[config.mk]
export PLATFORM = sky130hd
export DESIGN_NAME = mv_mult_sched
export DESIGN_NICKNAME = d
export VERILOG_FILES = /design/src/rtl/mv_mult_sched.sv
export SDC_FILE = /design/constraint.sdc
export NUM_CORES = 1
export LEC_CHECK = 0
export CAP_MARGIN = 20
export CORE_MARGIN = 5
export CORE_UTILIZATION = 45
export CTS_BUF_LIST = sky130_fd_sc_hd__clkbuf_4
export DETAILED_ROUTE_END_ITERATION = 16
export PLACE_DENSITY_LB_ADDON = 0.08
export SETUP_SLACK_MARGIN = 0.2
export SLEW_MARGIN = 20
export SYNTH_ARGS = -nofsm -noshare
export SYNTH_HDL_FRONTEND = slang
export SYNTH_SLANG_ARGS = --single-unit
[constraint.sdc]
create_clock -name clk -period 5.8 [get_ports clk]
set_clock_uncertainty 0.15 [all_clocks]
set_input_delay 0.58 -clock clk [delete_from_list [all_inputs] [get_ports clk]]
set_output_delay 0.58 -clock clk [all_outputs]
set_load 0.005 [all_outputs]
[src/rtl/mv_mult_sched.sv]
// Matrix-vector multiply sequencer: streams in an NxN matrix and an N-vector,
// then computes one row dot product at a time on a single shared MAC.
module mv_mult_sched #(
    parameter int N = 2,
    parameter int W = 4,
    localparam int ACC_W = 2*W + $clog2(N),
    localparam int IW = $clog2(N)
) (
    input  logic             clk,
    input  logic             rst,
    input  logic             start,
    input  logic             load_mat,
    input  logic             in_valid,
    input  logic [W-1:0]     in_data,
    output logic             in_ready,
    output logic             res_valid,
    output logic [ACC_W-1:0] res_data,
    output logic [IW-1:0]    res_idx,
    input  logic             res_ready,
    output logic             busy,
    output logic             done
);

    localparam int KW = $clog2(N*N);
    localparam logic [KW-1:0] K_LAST = KW'(N*N - 1);
    localparam logic [IW-1:0] C_LAST = IW'(N - 1);

    typedef enum logic [2:0] {IDLE, LOAD_M, LOAD_V, MAC, OUT} state_t;

    state_t state, state_next;

    logic [W-1:0]     mat [N*N];
    logic [W-1:0]     vec [N];
    logic [KW-1:0]    cnt;
    logic [IW-1:0]    col;
    logic [IW-1:0]    row;
    logic [ACC_W-1:0] acc;
    logic [ACC_W-1:0] acc_sum;
    logic [2*W-1:0]   prod;

    // cnt walks the row-major matrix index during MAC, so no row*N multiply is needed
    assign prod    = {{W{1'b0}}, mat[cnt]} * {{W{1'b0}}, vec[col]};
    assign acc_sum = acc + {{(ACC_W-2*W){1'b0}}, prod};

    always_ff @(posedge clk) begin
        if (rst) state <= IDLE;
        else     state <= state_next;
    end

    always_comb begin
        state_next = state;
        in_ready   = 1'b0;
        res_valid  = 1'b0;
        busy       = (state != IDLE);
        case (state)
            IDLE: begin
                if (start) state_next = load_mat ? LOAD_M : LOAD_V;
            end
            LOAD_M: begin
                in_ready = 1'b1;
                if (in_valid && cnt == K_LAST) state_next = LOAD_V;
            end
            LOAD_V: begin
                in_ready = 1'b1;
                if (in_valid && col == C_LAST) state_next = MAC;
            end
            MAC: begin
                if (col == C_LAST) state_next = OUT;
            end
            OUT: begin
                res_valid = 1'b1;
                if (res_ready) state_next = (row == C_LAST) ? IDLE : MAC;
            end
            default: state_next = IDLE;
        endcase
    end

    always_ff @(posedge clk) begin
        if (rst) begin
            for (int i = 0; i < N*N; i++) mat[i] <= '0;
            for (int i = 0; i < N; i++)   vec[i] <= '0;
            cnt      <= '0;
            col      <= '0;
            row      <= '0;
            acc      <= '0;
            res_data <= '0;
            res_idx  <= '0;
            done     <= 1'b0;
        end else begin
            done <= (state == OUT) && res_ready && (row == C_LAST);
            case (state)
                IDLE: begin
                    if (start) begin
                        cnt <= '0;
                        col <= '0;
                    end
                end
                LOAD_M: begin
                    if (in_valid) begin
                        mat[cnt] <= in_data;
                        cnt      <= (cnt == K_LAST) ? '0 : cnt + 1'b1;
                    end
                end
                LOAD_V: begin
                    if (in_valid) begin
                        vec[col] <= in_data;
                        if (col == C_LAST) begin
                            col <= '0;
                            row <= '0;
                            cnt <= '0;
                            acc <= '0;
                        end else begin
                            col <= col + 1'b1;
                        end
                    end
                end
                MAC: begin
                    cnt <= cnt + 1'b1;
                    if (col == C_LAST) begin
                        res_data <= acc_sum;
                        res_idx  <= row;
                        acc      <= '0;
                        col      <= '0;
                    end else begin
                        acc <= acc_sum;
                        col <= col + 1'b1;
                    end
                end
                OUT: begin
                    if (res_ready && row != C_LAST) begin
                        row <= row + 1'b1;
                        col <= '0;
                        acc <= '0;
                    end
                end
                default: ;
            endcase
        end
    end

endmodule

==> flow_summary.yaml <==
synth:
  ys.flop_type: "dfxtp_1"
  synth-edff-count: 24
  syn_avg_cell_area_um2: 10.17
  async_flop_share_pct: 0
  synth_cell_types: 59
  seq_area_frac_synth_pct: 40.49
  synth-seq-cells: 54
  synth_warnings: 0
  synthesis.area_um2: 3263
  syn_inst: 321
  synth_nets: 358
critical_path:
  worstSetupPathType: "flop to flop"
  cp-start-kind: "flop"
  r2r_setup_slack_ps: 1630
  worstPathRequired_ps: 5920
  path_cells: "mux4_2 > nand2b_1 > fa_1 > fa_1 > fa_1 > inv_1 > ha_1 > nor2b_1 > o31a_1 > o21ai_0 > nor3b_2 > o31ai_1"
  end_kind: "flop"
  crit_path_max_incr_delay_ps: 570
  worstPathMaxFanout: 4
  crit_arrival_ps: 4290
  slowest_stage: "mux4_2"
  cp_common_cell: "fa_1"
power:
  p_seq_share_pct: 46.1
  power_switching_uw: 388.3
  switching_share_pct: 37.62
  ir_drop_mv: 0.2084
  p_leak_nw: 1.433
  power_frac_comb_pct: 36.4
  powerDensity_nw_per_um2: 286.5
  clkPwrFrac_pct: 17.5
  p_int_uw: 644.0
place:
  io_buffers: 23
  gp_congestion: 0.7884
  hpwlAfterDp_um: 5065
clock_network:
  cts_setup_buffers: 0
  clockBufferDepth: 2
  postCtsHoldBufs: 0
  cts_root_buf: "clkbuf_4"
  post_cts.resized_instances: 0
  cts_buffers: 5
  cts_max_level: 2
  cts.sinks: 54
  insertion_delay_ps: 380
  clk_pin_slew_worst_paths_ps: 170
  cts_tree: "built"
run:
  max_cap_viol_count: 0
die:
  die_h_um: 95.16
  fp.dieW_um: 95.16
  initial_core_util_pct: 45.72
  fp.coreArea_um2: 7137
  num_io_pins: 24
  die-area_um2: 9054
  fp-row-count: 31
global_routing:
  grt_antenna_before_repair: 0
  grt_max_degree: 32
  grt.busiest_layer: "met2"
  grt_pass1_vias: 2249
  met2_usage_pct: 28.28
  grt_use_met3_pct: 2.920
  grt.overflow.total: 0
  grt_use_met1_pct: 19.75
  grt_pass1_wl_um: 11070
  track_usage_pct: 15.88
final_layout:
  drive_above_1_share_pct: 11.54
  final_nets: 374
  fillers: 720
  antennaDiodeCount: 0
  area_growth_pct: 10.43
route:
  avgRoutedWirePerCell_um: 14.87
  vias_per_cell: 5.174
  drc: 0
  drt_first_iter_violations: 71
  vias: 2261
  drt_pass1_iterations: 4
  routed_wl_um: 6499
  postRouteAntennaNets: 0
worst_hold_path:
  worstHoldStart: "res_data[0]"
  hp-class: "flop to flop"
timing:
  drv_slew: 0
  fmax_mhz: 240.0
  min_period_ps: 4167
  hold_violations: 0
  period_share_pct: 71.84
  rsz0062_at_grt: "no"
  setup_violations: 0
  worst-slew-pin-transition_ps: 605.2
  slew-limit-headroom_pct: 59.31
  fin_hold_ws_ps: 313.4
  fin_setup_tns_ps: 0
status:
  status: "finished clean"
==> sequential cells by signal (all words and copies together), names as in the netlist, named ones only <==
| name | flops |
|---|---|
| state | 3 |
| done | 1 |
| mat | 16 |
| row | 1 |
| cnt | 2 |
| acc | 9 |
| res_data | 9 |
| res_idx | 1 |
| vec | 8 |
| col | 1 |
==> metal layers <==
| layer | routed length [um] | vias up |
|---|---|---|
| li1 | - | 1149 |
| met1 | 2995 | 1089 |
| met2 | 3332 | 21 |
| met3 | 130 | 2 |
| met4 | 40 | 0 |
| met5 | 0 | - |
==> cell usage in the layout, fill, tap and decap left out, drive strengths merged, types with 2 or more instances in the layout <==
cell type,netlist,layout
clkbuf,6,5
nand2b,7,7
or2,3,3
nor4,4,4
ha,18,18
mux4,4,4
a211oi,4,4
a21oi,16,16
and3,3,3
nor3,9,9
nor2b,16,16
o311ai,2,2
a2111oi,2,2
mux2i,8,8
clkdlybuf4s50,0,23
and2b,2,2
nor3b,4,4
a22oi,6,6
o21ai,7,7
xnor2,2,2
o211ai,3,3
a21o,3,3
edfxtp,24,24
fa,9,9
and2,10,10
o31ai,3,3
dfxtp,30,30
inv,31,32
nor2,26,26
nand3,7,7
nand2,29,29
==> final timing paths <==
check,to,depth (start not counted)
worst max-delay path,res_data[7],12
worst max register to register,res_data[7],12
worst min-delay path,res_data[0],2
worst min register to register,res_data[0],2
==> cell usage after synthesis, types with 2 or more instances <==
master,n,area share (%)
nor2b_1,16,3.1
nor2_1,25,2.9
o311ai_1,2,0.54
ha_1,18,6.9
inv_2,2,0.23
fa_1,9,5.5
edfxtp_1,24,22
xnor2_1,2,0.54
dfxtp_1,30,18
buf_4,3,0.69
a21o_1,3,0.69
o31ai_1,3,0.69
or2_2,2,0.38
nand2b_1,7,1.3
a21oi_1,15,2.3
mux4_2,4,2.8
nor4_1,4,0.77
clkbuf_1,6,0.69
inv_1,29,3.3
nor3b_2,2,0.77
buf_1,3,0.35
and2b_1,2,0.46
nor3b_4,2,1.2
a211oi_2,4,1.5
nand2_2,2,0.38
nor3_1,8,1.2
a22oi_1,6,1.4
o211ai_2,2,0.77
and3_1,3,0.58
nand3_1,7,1.1
buf_6,2,0.69
o21ai_0,6,0.92
and2_1,10,1.9
nand2_1,26,3.0
mux2i_1,8,2.5
==> area by class of cell <==
| type | instances | area [um^2] | area share, % |
|---|---|---|---|
| clock buffers | 5 | 37.54 | 1.042 |
| flip-flops and latches | 54 | 1321 | 36.67 |
| clock inverters | 3 | 25.02 | 0.6944 |
| multi-input cells | 221 | 1742 | 48.33 |
| inverters | 31 | 116.4 | 3.229 |
| well taps | 99 | 123.9 | 3.438 |
| repair buffers | 24 | 237.7 | 6.597 |
==> power by group through the flow <==
stage	clock network [mW]	logic (mW)	registers [mW]
floorplan	0	0.320	0.451
global placement	0	0.378	0.485
detailed placement	0	0.380	0.485
CTS	0.189	0.383	0.476
global route	0.200	0.424	0.484
finish	0.180	0.376	0.476
==> logic make-up after synthesis <==
family	count (synthesis)	synth area share (%)
compound gates	56	13.57
xor+xnor	3	1.227
fa+ha+maj	27	12.42
buf+inv	46	6.135
flops	54	40.49
mux	12	5.215
simple gates	123	20.94
==> per-stage QoR <==
step	setup WS (ps)	power (mW)	std cells	utilization, %	area (um^2)
CTS	1595	1.048	437	50.49	3603
global placement	1712	0.8627	429	49.61	3541
global route	1420	1.109	437	50.49	3603
floorplan	1845	0.7711	321	-	3263
detailed placement	1616	0.8646	429	49.61	3541
finish	1633	1.032	437	50.49	3603
==> worst max-delay path, delay by kind of cell, from the launching register on <==
kind                       cells  cell delay, ps
adders and majority gates      4            1810
muxes                          1             570
AOI/OAI and AO/OA              3             490
DFF                            1             490
and+or+nand+nor                3             490
buffers and inverters          1              40
Note: power is estimated with default switching activity, not from simulation.
